==> config.mk <==
export PLATFORM = sky130hd
export DESIGN_NAME = idc_transpose_flat
export DESIGN_NICKNAME = d
export VERILOG_FILES = /design/src/rtl/idc_transpose_if.sv /design/src/rtl/idc_transpose.sv /design/src/flat_wrapper.sv
export SDC_FILE = /design/constraint.sdc
export NUM_CORES = 1
export LEC_CHECK = 0
export BUFFER_PORTS_ARGS = -buffer_cell sky130_fd_sc_hd__buf_2
export CAP_MARGIN = 15
export CORE_MARGIN = 5
export CORE_UTILIZATION = 55
export DETAILED_ROUTE_END_ITERATION = 6
export MAX_ROUTING_LAYER = met4
export PLACE_DENSITY_LB_ADDON = 0.08
export SLEW_MARGIN = 10
export SYNTH_ARGS = -nofsm -noshare
export SYNTH_HDL_FRONTEND = slang
export SYNTH_SLANG_ARGS = --single-unit
export TNS_END_PERCENT = 100
==> constraint.sdc <==
create_clock -name clk -period 2.6 [get_ports clk]
set_input_delay 0.39 -clock clk [delete_from_list [all_inputs] [get_ports clk]]
set_output_delay 0.39 -clock clk [all_outputs]
set_load 0.03 [all_outputs]
==> src/rtl/idc_transpose_if.sv <==
// idc_transpose_if: pixel stream into the transposer and emitted frame plus status out.
interface idc_transpose_if;
  logic              in_valid;
  logic signed [6:0] in_data;
  logic              out_valid;
  logic signed [6:0] out_data;
  logic signed [10:0] out_sum;
  logic              drop;
  modport master (output in_valid, in_data, input out_valid, out_data, out_sum, drop);
  modport slave  (input in_valid, in_data, output out_valid, out_data, out_sum, drop);
endinterface

==> src/rtl/idc_transpose.sv <==
// idc_transpose: captures a 4x4 pixel frame and re-emits it column-major (or row-major).
// Optional frame-sum accumulator enabled by defining IDC_TRANSPOSE_SUM_EN.
module idc_transpose #(
  parameter int TRANSPOSE = 1
) (
  input logic           clk,
  input logic           rst_n,
  idc_transpose_if.slave s
);
  typedef enum logic [1:0] {IDLE, CAPTURE, EMIT} state_t;
  state_t            state;
  logic [3:0]        k;
  logic [4:0]        m;
  logic signed [6:0] mem [16];
  logic              out_valid_q;
  logic signed [6:0] out_data_q;
  logic              drop_q;
  logic [3:0]        rd_idx;
  // buffer is stored flat in capture order; transposing just swaps the index halves
  assign rd_idx = (TRANSPOSE != 0) ? {m[1:0], m[3:2]} : m[3:0];
  assign s.out_valid = out_valid_q;
  assign s.out_data  = out_data_q;
  assign s.drop      = drop_q;
  always_ff @(posedge clk or negedge rst_n) begin
    if (!rst_n) begin
      state       <= IDLE;
      k           <= '0;
      m           <= '0;
      out_valid_q <= 1'b0;
      out_data_q  <= '0;
      drop_q      <= 1'b0;
      for (int i = 0; i < 16; i++) mem[i] <= '0;
    end else begin
      drop_q <= 1'b0;
      case (state)
        IDLE: begin
          out_valid_q <= 1'b0;
          out_data_q  <= '0;
          if (s.in_valid) begin
            mem[0] <= s.in_data;
            k      <= 4'd1;
            state  <= CAPTURE;
          end
        end
        CAPTURE: begin
          if (s.in_valid) begin
            mem[k] <= s.in_data;
            if (k == 4'd15) begin
              // element 0 is first in either order and is already stored
              state       <= EMIT;
              out_valid_q <= 1'b1;
              out_data_q  <= mem[0];
              m           <= 5'd1;
              k           <= '0;
            end else begin
              k <= k + 4'd1;
            end
          end else begin
            state  <= IDLE;
            k      <= '0;
            drop_q <= 1'b1;
          end
        end
        EMIT: begin
          drop_q <= s.in_valid;
          if (m == 5'd16) begin
            state       <= IDLE;
            out_valid_q <= 1'b0;
            out_data_q  <= '0;
            m           <= '0;
          end else begin
            out_valid_q <= 1'b1;
            out_data_q  <= mem[rd_idx];
            m           <= m + 5'd1;
          end
        end
        default: state <= IDLE;
      endcase
    end
  end
`ifdef IDC_TRANSPOSE_SUM_EN
  logic signed [10:0] acc;
  logic signed [10:0] sum_q;
  logic signed [10:0] samp;
  assign samp = {{4{s.in_data[6]}}, s.in_data};
  assign s.out_sum = sum_q;
  always_ff @(posedge clk or negedge rst_n) begin
    if (!rst_n) begin
      acc   <= '0;
      sum_q <= '0;
    end else if (state == IDLE && s.in_valid) begin
      acc <= samp;
    end else if (state == CAPTURE) begin
      acc <= s.in_valid ? acc + samp : '0;
      if (s.in_valid && k == 4'd15) sum_q <= acc + samp;
    end
  end
`else
  assign s.out_sum = '0;
`endif
endmodule

==> src/flat_wrapper.sv <==
// flat-port wrapper written by rule: the top's interface ports become plain ports
module idc_transpose_flat 
#(
  parameter int TRANSPOSE = 1
)
  (clk, rst_n, s_in_valid, s_in_data, s_out_valid, s_out_data, s_out_sum, s_drop);
  idc_transpose_if s_i ();
  input logic clk;
  input logic rst_n;
  input wire logic [$bits(s_i.in_valid)-1:0] s_in_valid;
  input wire logic [$bits(s_i.in_data)-1:0] s_in_data;
  output wire logic [$bits(s_i.out_valid)-1:0] s_out_valid;
  output wire logic [$bits(s_i.out_data)-1:0] s_out_data;
  output wire logic [$bits(s_i.out_sum)-1:0] s_out_sum;
  output wire logic [$bits(s_i.drop)-1:0] s_drop;
  assign s_i.in_valid = s_in_valid;
  assign s_i.in_data = s_in_data;
  assign s_out_valid = s_i.out_valid;
  assign s_out_data = s_i.out_data;
  assign s_out_sum = s_i.out_sum;
  assign s_drop = s_i.drop;
  idc_transpose #(.TRANSPOSE(TRANSPOSE)) u_core (.clk(clk), .rst_n(rst_n), .s(s_i));
endmodule
After elaboration in Yosys (flattened, before gate mapping)
Index checks and enable logic that the tools add are counted.
Cells by class
  magnitude comparators: 3
  equal/unequal tests: 9
  add/sub/neg operators: 2
  shifts and indexed selects: 0
  $mul: 0
  div/mod/pow operators: 0
  reduce and logical (&&, ||, !) cells: 11
  multiplexer cells: 32
  bitwise logic cells: 2
Operator list (count)
  112-bit bitwise mux: 1
  112-bit 2-to-1 mux: 1
  7-bit 2-to-1 mux: 7
  7-bit binary-select mux with 4-bit select: 1
  7-bit demux with 4-bit select: 1
  7-bit one-hot mux with 3 select lines: 1
  5-bit 2-to-1 mux: 3
  7-bit one-hot mux with 2 select lines: 1
  4-bit 2-to-1 mux: 3
  3-bit AND reduction: 4
  5-bit greater-or-equal comparator (second input constant): 2
  4-bit NOT with 5-bit output: 2
  5-bit one-hot mux with 2 select lines: 1
  2-bit 2-to-1 mux: 4
  4-bit one-hot mux with 2 select lines: 1
  2-bit one-hot mux with 3 select lines: 1
  5-bit by 1-bit adder with 5-bit output (second input constant): 1
  5-bit equality test (second input constant): 1
  5-bit by 1-bit < comparator with 1-bit output (second input constant): 1
  4-bit by 1-bit adder with 4-bit output (second input constant): 1
  4-bit equality test (second input constant): 1
  1-bit 2-to-1 mux: 4
  2-bit by 1-bit != test with 1-bit output (second input constant): 2
  2-bit != test (second input constant): 2
  other kinds (10): 12
Storage, ports and cells
  bits in read-only memories: 0
  memories: 0
  output and inout port bits: 20
  bits in writable memories: 0
  latch bits: 0
  word-level logic and storage cells: 81
  bits in registers: 132
  input bits: 10

Depth between registers and ports, before layout
Gate-level depths: netlist of run 1.
  depth after elaboration: 8
  mapped depth: 8
  depth with buffers taken out: 6

Worst setup path before layout of run 1
No wires, ideal clock.
  kind: register to register
  from: register u_core.state[1]
  to: register u_core.mem[10] in the netlist's numbering
  buffers on the path: 2
  required time: 2.475 ns
  period minus slack after synthesis: 1.834 ns
  cell stages (with the launch flop): 9
  arrival time: 1.709 ns
  library setup time: 0.125 ns
  slack: 0.766 ns
  cell sequence: dfrtp_1 -> inv_1 -> ha_1 -> and2_1 -> buf_4 -> and3_1 -> clkbuf_4 -> nand2_4 -> mux2_4
On the way
  longest elaborated chain between the ends: 2
Ends and longest elaborated chain
  from (decl): line idc_transpose.sv:11  | state_t state;
  from (signal assigned): line idc_transpose.sv:26  | state <= IDLE;
  from (signal assigned): line idc_transpose.sv:42  | state <= CAPTURE;
  from (signal assigned): line idc_transpose.sv:50  | state <= EMIT;
  2-bit by 1-bit equality test with 1-bit output: line idc_transpose.sv:35  | case (state)
  2-bit AND reduction (no line)
  to (signal, indexed assignment): line idc_transpose.sv:47  | mem[k] <= s.in_data;
  to (decl): line idc_transpose.sv:14  | logic signed [6:0] mem [16];
Every way passes these cells.
A chain may end at the register's enable or synchronous reset.

Worst setup path in the final report of run 1
  from: register u_core.m[2]
  to: register u_core.out_data_q[4], in the netlist u_core.s.out_data[4]
On the way
  longest elaborated chain between the ends: 6
  elaborated cells between the ends (all ways): 7
  classes of those cells: eq/ne (1); mux (5); bitwise (1)
Ends and longest elaborated chain
  from (decl): line idc_transpose.sv:13  | logic [4:0] m;
  from (signal assigned): line idc_transpose.sv:74  | m <= m + 5'd1;
  4-bit NOT with 5-bit output (implied by the code): line idc_transpose.sv:73  | out_data_q <= mem[rd_idx];
  7-bit binary-select mux with 4-bit select: line idc_transpose.sv:73
  7-bit 2-to-1 mux (implied by the code) (2 in series): line idc_transpose.sv:73
  7-bit 2-to-1 mux *: line idc_transpose.sv:66  | if (m == 5'd16) begin
  7-bit one-hot mux with 3 select lines *: line idc_transpose.sv:35
  to (signal assigned): line idc_transpose.sv:52  | out_data_q <= mem[0];
  to (signal assigned): line idc_transpose.sv:73
  to (decl): line idc_transpose.sv:16  | logic signed [6:0] out_data_q;
Mark *: on every way between the ends. The rest lies on a longest branch, timed or not. The select of a mux whose other input is x is not followed.

==> run summary, run 1 <==
Status: finished, final reports clean
Ys Warns: 0
Total track usage: 0.236
Clk slew on worst S/H paths: 60 ps
Cts hold-fix bufs: 1
TNS Setup: 0 ps
Critical setup path kind: register to register
Setup slack, reg-to-reg: 440 ps
Starting DRT DRC Count: 402
Post-DP Area: 6830 um^2
H-tree depth: 4
Routed Antenna Nets: 0
Max incr delay on CP: 660 ps
HPWL after DPL: 10600 um
Unrepaired setup endpoints after global routing: no
Top FF cell, synth: dfrtp_1
Final instance area: 7400 um^2
Min Tclk post-route: 2160 ps
Die H: 120 um
Final period util: 0.833
Worst-skew pair later-pin latency: 420 ps
Largest net degree at the start of global routing: 59
Hold_sp: s_in_valid
Post-synth EDFFs: 0
Residual DRC: 0
PortBufs: 18
Fin worst setup slack: 435 ps
CTS buffer count: 17
Seq cells post-synth: 132
Clk_skew: 10.3 ps
Ordered list of cells on the worst path: buf_12 -> buf_4 -> mux2i_1 -> o22ai_1 -> nor4_1 -> buf_4 -> o221ai_1
Mapped Area: 6610 um^2
Die area: 14300 um^2
Slew Limit Fails: 0
Max-cap viol count: 0
Initial Util: 0.555
Drt via density: 6.08
Core area: 11900 um^2
Share of cells above drive strength 1: 0.347
DP Worst Slack: 477 ps
FFs w/ async S/R, synth: 1.00
Worst Hold Depth: 3
Rows: 40
Power, Total: 7.00 mW
Gp weighted congestion: 0.898
Part of the Yosys area used for sequential elements: 0.500
Setup violators final: 0
CTS resizes: 0
TritonCTS clock tree: done
Area share of the leading cell type in the synthesized netlist: 0.500
I/O pin count: 30
Most common cell after layout, fill and taps aside: dfrtp_1
Max FO, Critical Path: 19
Hold crit path type: primary input to register
Diode count: 0
Routed len/inst: 22.5 um
Reg2reg path depth: 7
CP max stage cell: dfrtp_4
Syn Inst Count: 513
Slew HR: 0.629
Worst Path Required: 2880 ps
Most used cell, CP: buf_4
Synthesized area per cell: 12.9 um^2
Most frequent cells in the layout: 131 x dfrtp_1, 85 x mux2_2, 56 x mux2i_1, 30 x o22ai_1
Root Driver: clkbuf_16
Vias in the first global route: 4321
Pwr dens: 946 nW/um^2
Critical path startpoint category: register
Die Width: 120 um
Crit. End Element: register
Final hold vios: 0
Leak: 3.46 nW
Library cells used by synthesis: 46
Grt ovf: 0
Vias after detailed routing: 4210
Worst Tran Pin Value: 555 ps
Detailed Routing Iterations Pass 1: 6
Initial antenna violation count: 0
Area grow syn2layout: 11.9%
Critical path arrival: 2440 ps
CTS Buffer Depth: 2
R2r startpoint: u_core.m[2]
Sink Count: 132
Fmax: 462 MHz
Post-synth top area cell: dfrtp_1
Nets: 553
Worst hold endpoint: u_core.s.drop
R2R Path End: u_core.s.out_data[4]
WL final: 15600 um
Postcts setup bufs: 0
Synth top area cells: dfrtp_1 50%, mux2_2 14%, mux2i_1 8.5%
Peak supply drop: 0.628 mV
First-pass GRT wire length: 24900 um
power breakdown:
part	switching, mW	internal (mW)	leakage [nW]
logic	0.922	0.830	1.43
clock network	0.922	1.36	0.276
registers	0.345	2.62	1.75
total	2.19	4.81	3.46
state kept, by name, summed over array words and instances, names as in the netlist:
| name | cells |
|---|---|
| u_core.s.out_valid | 1 |
| u_core.mem | 112 |
| u_core.s.out_data | 7 |
| u_core.k | 4 |
| u_core.m | 5 |
| u_core.state | 2 |
| u_core.s.drop | 1 |
metal layers:
layer	wire length, um	GRT usage
met3	760	0.0537
met1	7220	0.325
met4	295	0.0802
met5	0	-
met2	7290	0.349
logic make-up (layout without fill, tap and decap cells):
| group | after synthesis | after routing | share of synthesized area |
|---|---|---|---|
| mux | 170 | 170 | 0.295 |
| flops | 132 | 132 | 0.500 |
| simple gates | 81 | 81 | 0.0763 |
| compound gates | 65 | 65 | 0.0659 |
| buf+inv | 53 | 75 | 0.0418 |
| fa+ha+maj | 11 | 11 | 0.0208 |
| other cells | 1 | 11 | 0.000567 |
worst max-delay path by stage:
stage	startpoint	end	slack [ps]
floorplan	u_core.state[1]	u_core.mem[10]	770
global placement	u_core.m[2]	u_core.s.out_data[4]	530
detailed placement	u_core.m[0]	u_core.s.out_data[3]	480
CTS	u_core.m[2]	u_core.s.out_data[4]	410
global route	u_core.m[0]	u_core.s.out_data[6]	230
finish	u_core.m[2]	u_core.s.out_data[4]	440
synth_stat cells (all sizes together) (3+ instances only):
cell type / number
ha: 11
clkbuf: 13
nand2b: 4
nor2: 5
inv: 11
and2: 3
nor2b: 4
mux2: 114
mux2i: 56
o21ai: 10
nand3b: 3
or3b: 3
o22ai: 30
nand2: 36
nor4: 7
dfrtp: 132
a21oi: 7
nor3b: 3
buf: 29
o221ai: 7
nand3: 8
layout make-up:
type / count / area [um^2]
tap: 147 / 184
clock inverter: 12 / 105
clock buffer: 20 / 457
multi-input combinational: 338 / 3070
sequential: 132 / 3310
inverter: 11 / 41.3
fill: 932 / 4510
timing repair buffer: 32 / 238
metrics by stage:
| stage | utilization | hold slack [ps] | instances |
|---|---|---|---|
| 3_3_place_gp | 0.573 | 309 | 659 |
| 2_1_floorplan | - | 94.4 | 523 |
| 3_5_place_dp | 0.573 | 313 | 659 |
| 6_report | 0.621 | 319 | 692 |
| 5_1_grt | 0.621 | 309 | 692 |
| 4_1_cts | 0.621 | 294 | 692 |
worst max-delay path, delay by kind of cell (launching register included):
kind,cells,cell delay [ps]
AO/OA/AOI/OAI,2,220
buffers and inverters,3,570
AND/OR/NAND/NOR,1,300
flip-flops,1,660
multiplexers,1,260
No activity file was read; power rests on OpenSTA's default activity.
==> inputs of run 2 (changes only) <==
Clock period 2.6 ns to 1.8 ns, I/O delays scaled along.
==> run 2 against run 1 <==
Against the previous run:
- the run now ends with setup timing left
- die area did not move
- wire length rose by 3.2%
- utilization rose by 7.2 points
- worst setup slack got worse by 440 ps
- non-clock buffer count rose by 53
- global-route usage rose by 0.73 points
- sequential power rose by 46%
- maximum frequency rose by 20%
- critical path depth did not move
- largest power group unchanged
- highest routed layer unchanged
==> run summary, run 2 (synthesized netlist as in run 1, its figures left out) <==
Failing checks: setup timing
Core area: 11900 um^2 (unchanged)
Fmax: 553 MHz (+20%)
H-tree depth: 4 (unchanged)
CTS Buffer Depth: 2 (unchanged)
Status: complete, but fails checks
CP max stage cell: dfrtp_4
Most common cell after layout, fill and taps aside: dfrtp_1
CTS buffer count: 17 (unchanged)
Share of cells above drive strength 1: 0.468 (+0.121)
Unrepaired setup endpoints after global routing: yes
Vias in the first global route: 4515 (+4.5%)
Min Tclk post-route: 1810 ps (-357 ps)
Sw frac: 0.291 (-0.0214)
Detailed Routing Iterations Pass 1: 5 (-1)
Hold crit path type: primary input to register
Number of flip-flops under the largest register name: 112 (unchanged)
Final hold vios: 0 (unchanged)
Grt ovf: 0 (unchanged)
Placed cells: 703 (+6.7%)
Ordered list of cells on the worst path: buf_4 -> buf_6 -> buf_4 -> mux2i_1 -> o22ai_2 -> nor4_1 -> o221ai_1
WL final: 16100 um (+3.2%)
Total net switching power: 3.24 mW (+48%)
Top delay family on crit path: flip-flops
Largest net degree at the start of global routing: 43 (-27%)
Diode count: 0 (unchanged)
Pwr dens: 1350 nW/um^2 (+42%)
PortBufs: 18 (unchanged)
Pint: 7.87 mW (+64%)
Crit. End Element: register
Max incr delay on CP: 520 ps (-140 ps)
Die Width: 120 um (unchanged)
Root Driver: clkbuf_16
Fillers: 815 (-13%)
Starting DRT DRC Count: 212 (-47%)
Routed Antenna Nets: 0 (unchanged)
Layout Cells excl Fill: 745 (+7.7%)
Residual DRC: 0 (unchanged)
Die H: 120 um (unchanged)
Initial Util: 0.555 (unchanged)
Area grow syn2layout: 24.9%
Clk_skew: 8.90 ps (-1.39 ps)
TritonCTS clock tree: done
Critical path arrival: 2090 ps (-350 ps)
Worst Tran Pin Value: 519 ps (-36.7 ps)
Peak supply drop: 0.732 mV (+17%)
Die area: 14300 um^2 (unchanged)
Clk network pwr share: 0.346 (+0.019)
Critical setup path kind: register to register
Final hold slack: 286 ps (-32.3 ps)
Rows: 40 (unchanged)
Worst-skew pair later-pin latency: 420 ps (about the same)
Gp weighted congestion: 0.863 (-4.0%)
First-pass GRT wire length: 25600 um (+2.9%)
Slew HR: 0.654 (+0.0248)
HPWL after DPL: 10900 um (+2.7%)
Sink Count: 132 (unchanged)
Biggest register: u_core.mem
Routed len/inst: 21.6 um (-4.1%)
Layout Utilization: 0.693 (+0.0718)
TNS Setup: -7.44 ps (-7.44 ps)
I/O pin count: 30 (unchanged)
Most used cell, CP: buf_4
Multi-input logic area: 3310 um^2 (+7.9%)
Most frequent cells in the layout: 127 x dfrtp_1, 84 x mux2_2, 53 x buf_4, 48 x mux2i_1, 29 x mux2_4
Vias after detailed routing: 4402 (+4.6%)
Critical path startpoint category: register
Clk slew on worst S/H paths: 60 ps (about the same)
Initial antenna violation count: 0 (unchanged)
Final period util: 1.00 (+0.172)
Max FO, Critical Path: 7 (-12)
Drt via density: 5.91 (-2.9%)
Leak: 3.81 nW (+10%)
Setup violators final: 1 (+1)
Fin worst setup slack: -7.44 ps (-443 ps)
Logic pwr share: 0.265 (+0.015)
Nets: 606 (+9.6%)
Register Area: 3310 um^2 (+0.15%)
DP Worst Slack: -63.5 ps (-541 ps)
Total track usage: 0.243 (+0.00734)
Max-cap viol count: 0 (unchanged)
Flop pwr share: 0.390 (-0.033)
Slew Limit Fails: 0 (unchanged)
Worst Path Required: 2080 ps (-800 ps)
CP bufs+invs: 3 (unchanged)
==> run 2: worst min-delay path, stage by stage <==
cell     delay (ps)
buf_2           140
buf_4           170
nand2_1          60
nand2_1          40
==> run 2: metal layers <==
metal  up-vias  routed length [um]  GRT usage
li1       1997                   -          -
met1      2262                7090      0.328
met2       120                7690      0.359
met3        23                 902     0.0485
met4         0                 374      0.109
met5         -                   0          -
==> run 2: through the flow <==
stage	instance area, um^2	power [mW]
floorplan	6680	6.13
detailed placement	7290	7.10
global route	8260	11.6
CTS	8070	11.0
finish	8260	11.1
global placement	7290	7.00
==> run 2: what timing repair did <==
item / 4_1_cts / 5_1_grt
setup buffers: 7 / 4
endpoints found under the setup margin: 24 / 40
hold buffers: 1 / 0
resized for setup: 13 / 37
hold endpoints to repair: 31 / 0
pin swaps: 7 / 17
==> run 2: layout make-up <==
| type | instances | share of cell area |
|---|---|---|
| clock buffers | 23 | 0.0591 |
| clock inverters | 9 | 0.0209 |
| inverters | 11 | 0.00500 |
| multi-input cells | 338 | 0.401 |
| flip-flops and latches | 132 | 0.401 |
| well taps | 147 | 0.0223 |
| repair buffers | 85 | 0.0905 |
==> run 2: power groups by stage <==
stage	clock (mW)	sequential (mW)	combinational (mW)
2_1_floorplan	0	4.30	1.83
3_3_place_gp	0	4.28	2.72
3_5_place_dp	0	4.31	2.79
4_1_cts	3.90	4.28	2.85
5_1_grt	4.05	4.42	3.17
6_report	3.84	4.33	2.94
==> run 2: path summary, 6_finish.rpt <==
kind	from	to	slack, ps	depth (start not counted)
max in group asynchronous	rst_n	u_core.mem[46]	830	3
setup / recovery	u_core.m[2]	u_core.s.out_data[6]	-7	7
hold reg to reg	u_core.s.out_data[2]	u_core.s.out_data[2]	490	2
setup reg to reg	u_core.m[2]	u_core.s.out_data[6]	-7	7
min in group asynchronous	rst_n	u_core.k[2]	360	2
hold / removal	s_in_valid	u_core.s.drop	290	4
